$ cat src/rtl/execute_64.sv
// Execute stage of the SEQ Y86-64 processor: ALU result, branch/move condition,
// condition-code register and sticky halt flag.
module execute_64 (
    input  logic        clk,
    input  logic        rst,
    input  logic        in_valid,
    input  logic [3:0]  icode,
    input  logic [3:0]  ifun,
    input  logic [63:0] valA,
    input  logic [63:0] valB,
    input  logic [63:0] valC,
    output logic [63:0] valE,
    output logic        cnd,
    output logic [2:0]  cc,
    output logic        halted,
    output logic        inv_instr
);

    localparam int unsigned W = 64;

    localparam logic [3:0] I_HALT   = 4'h0;
    localparam logic [3:0] I_CMOV   = 4'h2;
    localparam logic [3:0] I_IRMOV  = 4'h3;
    localparam logic [3:0] I_RMMOV  = 4'h4;
    localparam logic [3:0] I_MRMOV  = 4'h5;
    localparam logic [3:0] I_OPQ    = 4'h6;
    localparam logic [3:0] I_JXX    = 4'h7;
    localparam logic [3:0] I_CALL   = 4'h8;
    localparam logic [3:0] I_RET    = 4'h9;
    localparam logic [3:0] I_PUSH   = 4'hA;
    localparam logic [3:0] I_POP    = 4'hB;

    localparam logic [W-1:0] STACK_STEP = W'(8);

    logic [2:0] new_cc;
    logic       cc_upd;
    logic       zf, sf, of;

    assign zf = cc[2];
    assign sf = cc[1];
    assign of = cc[0];

    // ALU and flag generation
    always_comb begin
        valE   = '0;
        new_cc = cc;
        cc_upd = 1'b0;
        case (icode)
            I_CMOV:           valE = valA;
            I_IRMOV:          valE = valC;
            I_RMMOV, I_MRMOV: valE = valB + valC;
            I_OPQ: begin
                cc_upd = 1'b1;
                case (ifun)
                    4'h0: begin
                        valE      = valB + valA;
                        new_cc[0] = (valA[W-1] == valB[W-1]) && (valE[W-1] != valA[W-1]);
                    end
                    4'h1: begin
                        valE      = valB - valA;
                        new_cc[0] = (valA[W-1] != valB[W-1]) && (valE[W-1] != valB[W-1]);
                    end
                    4'h2: begin
                        valE      = valB & valA;
                        new_cc[0] = 1'b0;
                    end
                    4'h3: begin
                        valE      = valB ^ valA;
                        new_cc[0] = 1'b0;
                    end
                    default: begin
                        valE   = '0;
                        cc_upd = 1'b0;
                    end
                endcase
                new_cc[2] = (valE == '0);
                new_cc[1] = valE[W-1];
            end
            I_CALL, I_PUSH:   valE = valB - STACK_STEP;
            I_RET, I_POP:     valE = valB + STACK_STEP;
            default:          valE = '0;
        endcase
    end

    // Condition evaluated against flags left by the previous instruction
    always_comb begin
        cnd = 1'b0;
        if (icode == I_CMOV || icode == I_JXX) begin
            case (ifun)
                4'h0:    cnd = 1'b1;
                4'h1:    cnd = (sf ^ of) | zf;
                4'h2:    cnd = sf ^ of;
                4'h3:    cnd = zf;
                4'h4:    cnd = ~zf;
                4'h5:    cnd = ~(sf ^ of);
                4'h6:    cnd = ~(sf ^ of) & ~zf;
                default: cnd = 1'b0;
            endcase
        end
    end

    assign inv_instr = in_valid && (icode > I_POP);

    always_ff @(posedge clk or posedge rst) begin
        if (rst) begin
            cc     <= 3'b100;
            halted <= 1'b0;
        end else if (in_valid && !halted) begin
            if (cc_upd)
                cc <= new_cc;
            if (icode == I_HALT)
                halted <= 1'b1;
        end
    end

endmodule

$ cat config.mk
export PLATFORM = sky130hd
export DESIGN_NAME = execute_64
export DESIGN_NICKNAME = d
export VERILOG_FILES = /design/src/rtl/execute_64.sv
export SDC_FILE = /design/constraint.sdc
export NUM_CORES = 1
export LEC_CHECK = 0
export CAP_MARGIN = 30
export CORE_MARGIN = 10
export CORE_UTILIZATION = 40
export DETAILED_ROUTE_END_ITERATION = 8
export HOLD_SLACK_MARGIN = 0.1
export SLEW_MARGIN = 20
export SYNTH_ARGS = -nofsm -noshare
export SYNTH_HDL_FRONTEND = slang
export SYNTH_SLANG_ARGS = --single-unit
$ cat constraint.sdc
create_clock -name clk -period 7.6 [get_ports clk]
set_input_delay 1.14 -clock clk [delete_from_list [all_inputs] [get_ports clk]]
set_output_delay 1.14 -clock clk [all_outputs]
set_load 0.03 [all_outputs]
==> results.txt <==
The depth of the worst register-to-register path is 10. The full die area is 57300 um^2. The number of iterations in the first detailed-routing pass is 9. The final clock period utilization by the worst path came out at 0.970. The total via count in the routed design is 26.3k.

The number of input and output port buffers inserted came out at 272. The net total in the final layout is 3606. Setup repair after global routing left no endpoint under its margin. Yosys attributes the largest share of cell area to ha_1, a21oi_1, nand2_1, o21ai_0, nor2_1. The total overflow left after global routing is 0. The fraction of final layout cells sized beyond drive strength 1 is 0.0715. The detailed router finished its first iteration with 3588 violations. In the routed layout, each cell is associated on average with a via count of 6.98. The worst ir drop on vdd is 0.0000725 V.

STA classifies the critical path startpoint as an input port. The transition time of the tightest slew-check pin came out at 1220 ps. In the final routed layout, each cell accounts on average for 28.0 um. The placer's final routability congestion estimate is 1.02.

The worst register-to-register path ends at cc[2]$_DFFE_PP1P_. The maximum number of pins on one net before global-route repair is 44. The fraction of synthesized cell area taken by the top area cell type is 0.162.

The longest clock path from root to sink contains 2 buffers. Measured on the finished design, the core utilization comes to 0.483. The number of max-cap violations came out at 0. The count of yosys warnings during synthesis came out at 0. The floorplan step defined a core boundary enclosing 47600 um^2.

The number of global-route vias before repair was 24.9k. The count of unique library cells instantiated by Yosys came out at 101. The number of nets with antenna violations after routing came out at 0. The smallest clock period supported by the final layout is computed as 7370 ps.

The setup path with the least slack is of type input port to output port. The path with the worst hold slack has its endpoint at halted$_DFFE_PP0P_. The register-to-register setup slack came out at 3600 ps.

The clock drives 4 sinks. The share of synthesized area occupied by flip-flops and latches is 0.00526. TritonCTS built the clock tree. The clock slew seen by the registers of the worst setup and hold paths is 30 ps. The count of flip-flops with a built-in enable after synthesis came out at 0.

The residual DRC count is 0. The sum of negative setup slack came out at 0 ps. The initial utilization of the core area, before any placement, comes to 0.404.

Summed over all nets, the half-perimeter wirelength after detailed placement is 85100 um. The setup skew after layout came out at 4.00 ps. The data arrival time of the critical path is 6230 ps. The height of the die came out at 239 um. The max-slew violation count was 0. The cell row count came out at 80. The worst setup margin came out at 227 ps.

Dividing the synthesized area by the synthesized cell count gives 6.53 um^2. The worst reg2reg path startpoint is halted$_DFFE_PP0P_. Summing every instance area after synthesis gives 19300 um^2. The worst hold path begins at halted$_DFFE_PP0P_. The I/O pin count is 273. The routed wire length came out at 105000 um. The worst slew margin relative to its limit came out at 0.185. Counting instances, the worst hold path has a depth of 1.

In the synthesized netlist, the number of instances is 2948. Timing would allow up to 136 MHz. The number of buffers inserted by post-CTS setup repair is 0. The required time of the critical path came out at 6460 ps. The number of antenna violations at the first check in global routing came out at 4.

The flow ran to the end, and the final reports show no timing, DRC or antenna violations. The first-pass GRT wire length came out at 155000 um. The layout overhead on the synthesized area came out at 19.5%. STA classifies the critical path endpoint as an output port. The synthesized net count is 3405. The later pin in the worst-skew pair is clocked with a latency of 220 ps.

In the synthesized netlist the dominant register cell turns out to be dfrtp_1. TritonCTS created 3 clock buffers. Of all flip-flops after synthesis, the portion carrying an async set or reset was 1.00. The number of hold violations in the final report came out at 0.

The number of flip-flops and latches in the synthesized netlist came out at 4. The tree is rooted in a clkbuf_16. The number of H-tree branching levels is 1. Power spread over the standard cell area amounts to 98.5 nW/um^2. The tightest min-delay check is of the register to register type. The final design instance area without fill is 23000 um^2. The worst setup timing slack at the placement stage came out at 185 ps. The instance area after placement is 22900 um^2. The total leakage power came out at 0.00940 uW. ha_1 takes more of the synthesized area than any other cell.

The final setup violation count came out at 0. For this run, the total global-route usage over all layers was measured as 0.345. Measured along the x axis, the die boundary spans 239 um. The maximum fanout along the worst path is 6. The final hold slack came out at 500 ps.
-- cell type report --
cell class | instances | area [um^2]
Antenna cell | 1 | 2.50
Clock buffer | 4 | 78.8
Fill cell | 5001 | 24600
Inverter | 160 | 601
Multi-Input combinational cell | 2610 | 17900
Sequential cell | 4 | 101
Tap cell | 615 | 769
Timing Repair Buffer | 370 | 3560
-- sequential cells by signal, summed over array words and instances, names as in the netlist --
name / cells
cc: 3
halted: 1
-- timing repair --
action,CTS,global route
hold buffers,0,0
setup endpoints to repair,0,3
resized for setup,0,3
-- cell usage in the layout (no fill, tap or decap), drive strengths merged, types with 41 or more instances in the layout --
cell,synthesis,routed
ha,250,250
a222oi,56,56
and3,41,41
a211oi,47,47
a21oi,322,322
nor3,68,68
nand3,59,59
o211ai,83,83
nand2,270,270
nor2,237,237
buf,37,147
clkdlybuf4s50,0,223
xnor2,88,88
o31ai,54,54
nand4,59,59
inv,157,157
xor2,50,50
nor4,57,57
a21o,105,105
o21ai,188,188
-- power by group --
part	switching (uW)	leakage, uW	total [uW]	internal (uW)
clock network	15.1	0.0000382	84.4	69.3
logic	1350	0.00931	2160	809
registers	1.54	0.0000481	24.8	23.2
-- per-stage QoR --
stage               total power [uW]  instances
floorplan                       1320       2948
global placement                2100       3759
detailed placement              2100       3759
CTS                             2200       3763
global route                    2400       3763
finish                          2270       3764
-- worst max-delay path by stage --
stage               startpoint       end  slack (ps)  cells past startpoint
floorplan             icode[3]  valE[63]         460                     18
global placement      valA[15]  valE[60]         190                     18
detailed placement    valA[15]  valE[60]         190                     18
CTS                   valA[15]  valE[60]         170                     18
global route          icode[2]  valE[63]          60                     20
finish                 valB[3]  valE[62]         230                     18
-- routing by layer --
layer  global-route usage  routed length, um  part of all wire
met1                0.469              44600              0.42
met2                0.529              44800              0.42
met4                0.132               4330             0.041
met3               0.0636              11700              0.11
met5                    0                 27           0.00026
-- cells in the mapped netlist (9+ instances only) --
master     instances
nand3b_1           9
o31ai_1           50
nand2_1          270
or4_1             14
or2_2             12
nor4_1            55
o21bai_1          37
a222oi_1          56
o211ai_1          82
nand3_1           58
a31oi_1           37
inv_1            151
clkbuf_1         137
a211oi_1          47
a31o_2            15
buf_2             18
a2111oi_0         13
a211o_1           11
xnor2_1           88
or3_1             25
o31a_1            21
o21ai_0          183
a221o_1           11
and4_1            12
a22oi_1           11
a21boi_0          13
nor2b_1           40
nand2b_1          34
o221ai_1          31
nand4_1           59
nor2_1           237
buf_1             12
a311oi_1          10
a221oi_1          23
a21o_1           105
o21a_1            29
and3_1            41
mux2i_1           26
xor2_1            50
and2_1            20
ha_1             250
a21oi_1          322
nor3_1            66
-- logic make-up after synthesis --
kind of cell / count (synthesis) / share of synthesized area
xor gates and xnor gates: 138 / 0.0627
DFF: 4 / 0.00526
muxes: 31 / 0.0170
and+or+nand+nor: 983 / 0.254
AOI/OAI and AO/OA: 1204 / 0.427
buffers and inverters: 334 / 0.0678
adders and majority gates: 254 / 0.167
-- critical path: stages --
cell and delay, ps:
clkdlybuf4s50_1 610, ha_1 510, o21ai_0 150, o21ai_0 240, o211ai_1 290, a21o_1 290, a311oi_2 490, a21oi_1 140
buf_4 190, o21ai_0 290, a221o_1 380, a21oi_1 130, buf_4 190, o21ai_0 450, a211oi_1 180, xor2_1 170
o221ai_1 180, buf_4 200
Power figures use the tool's default switching activity.
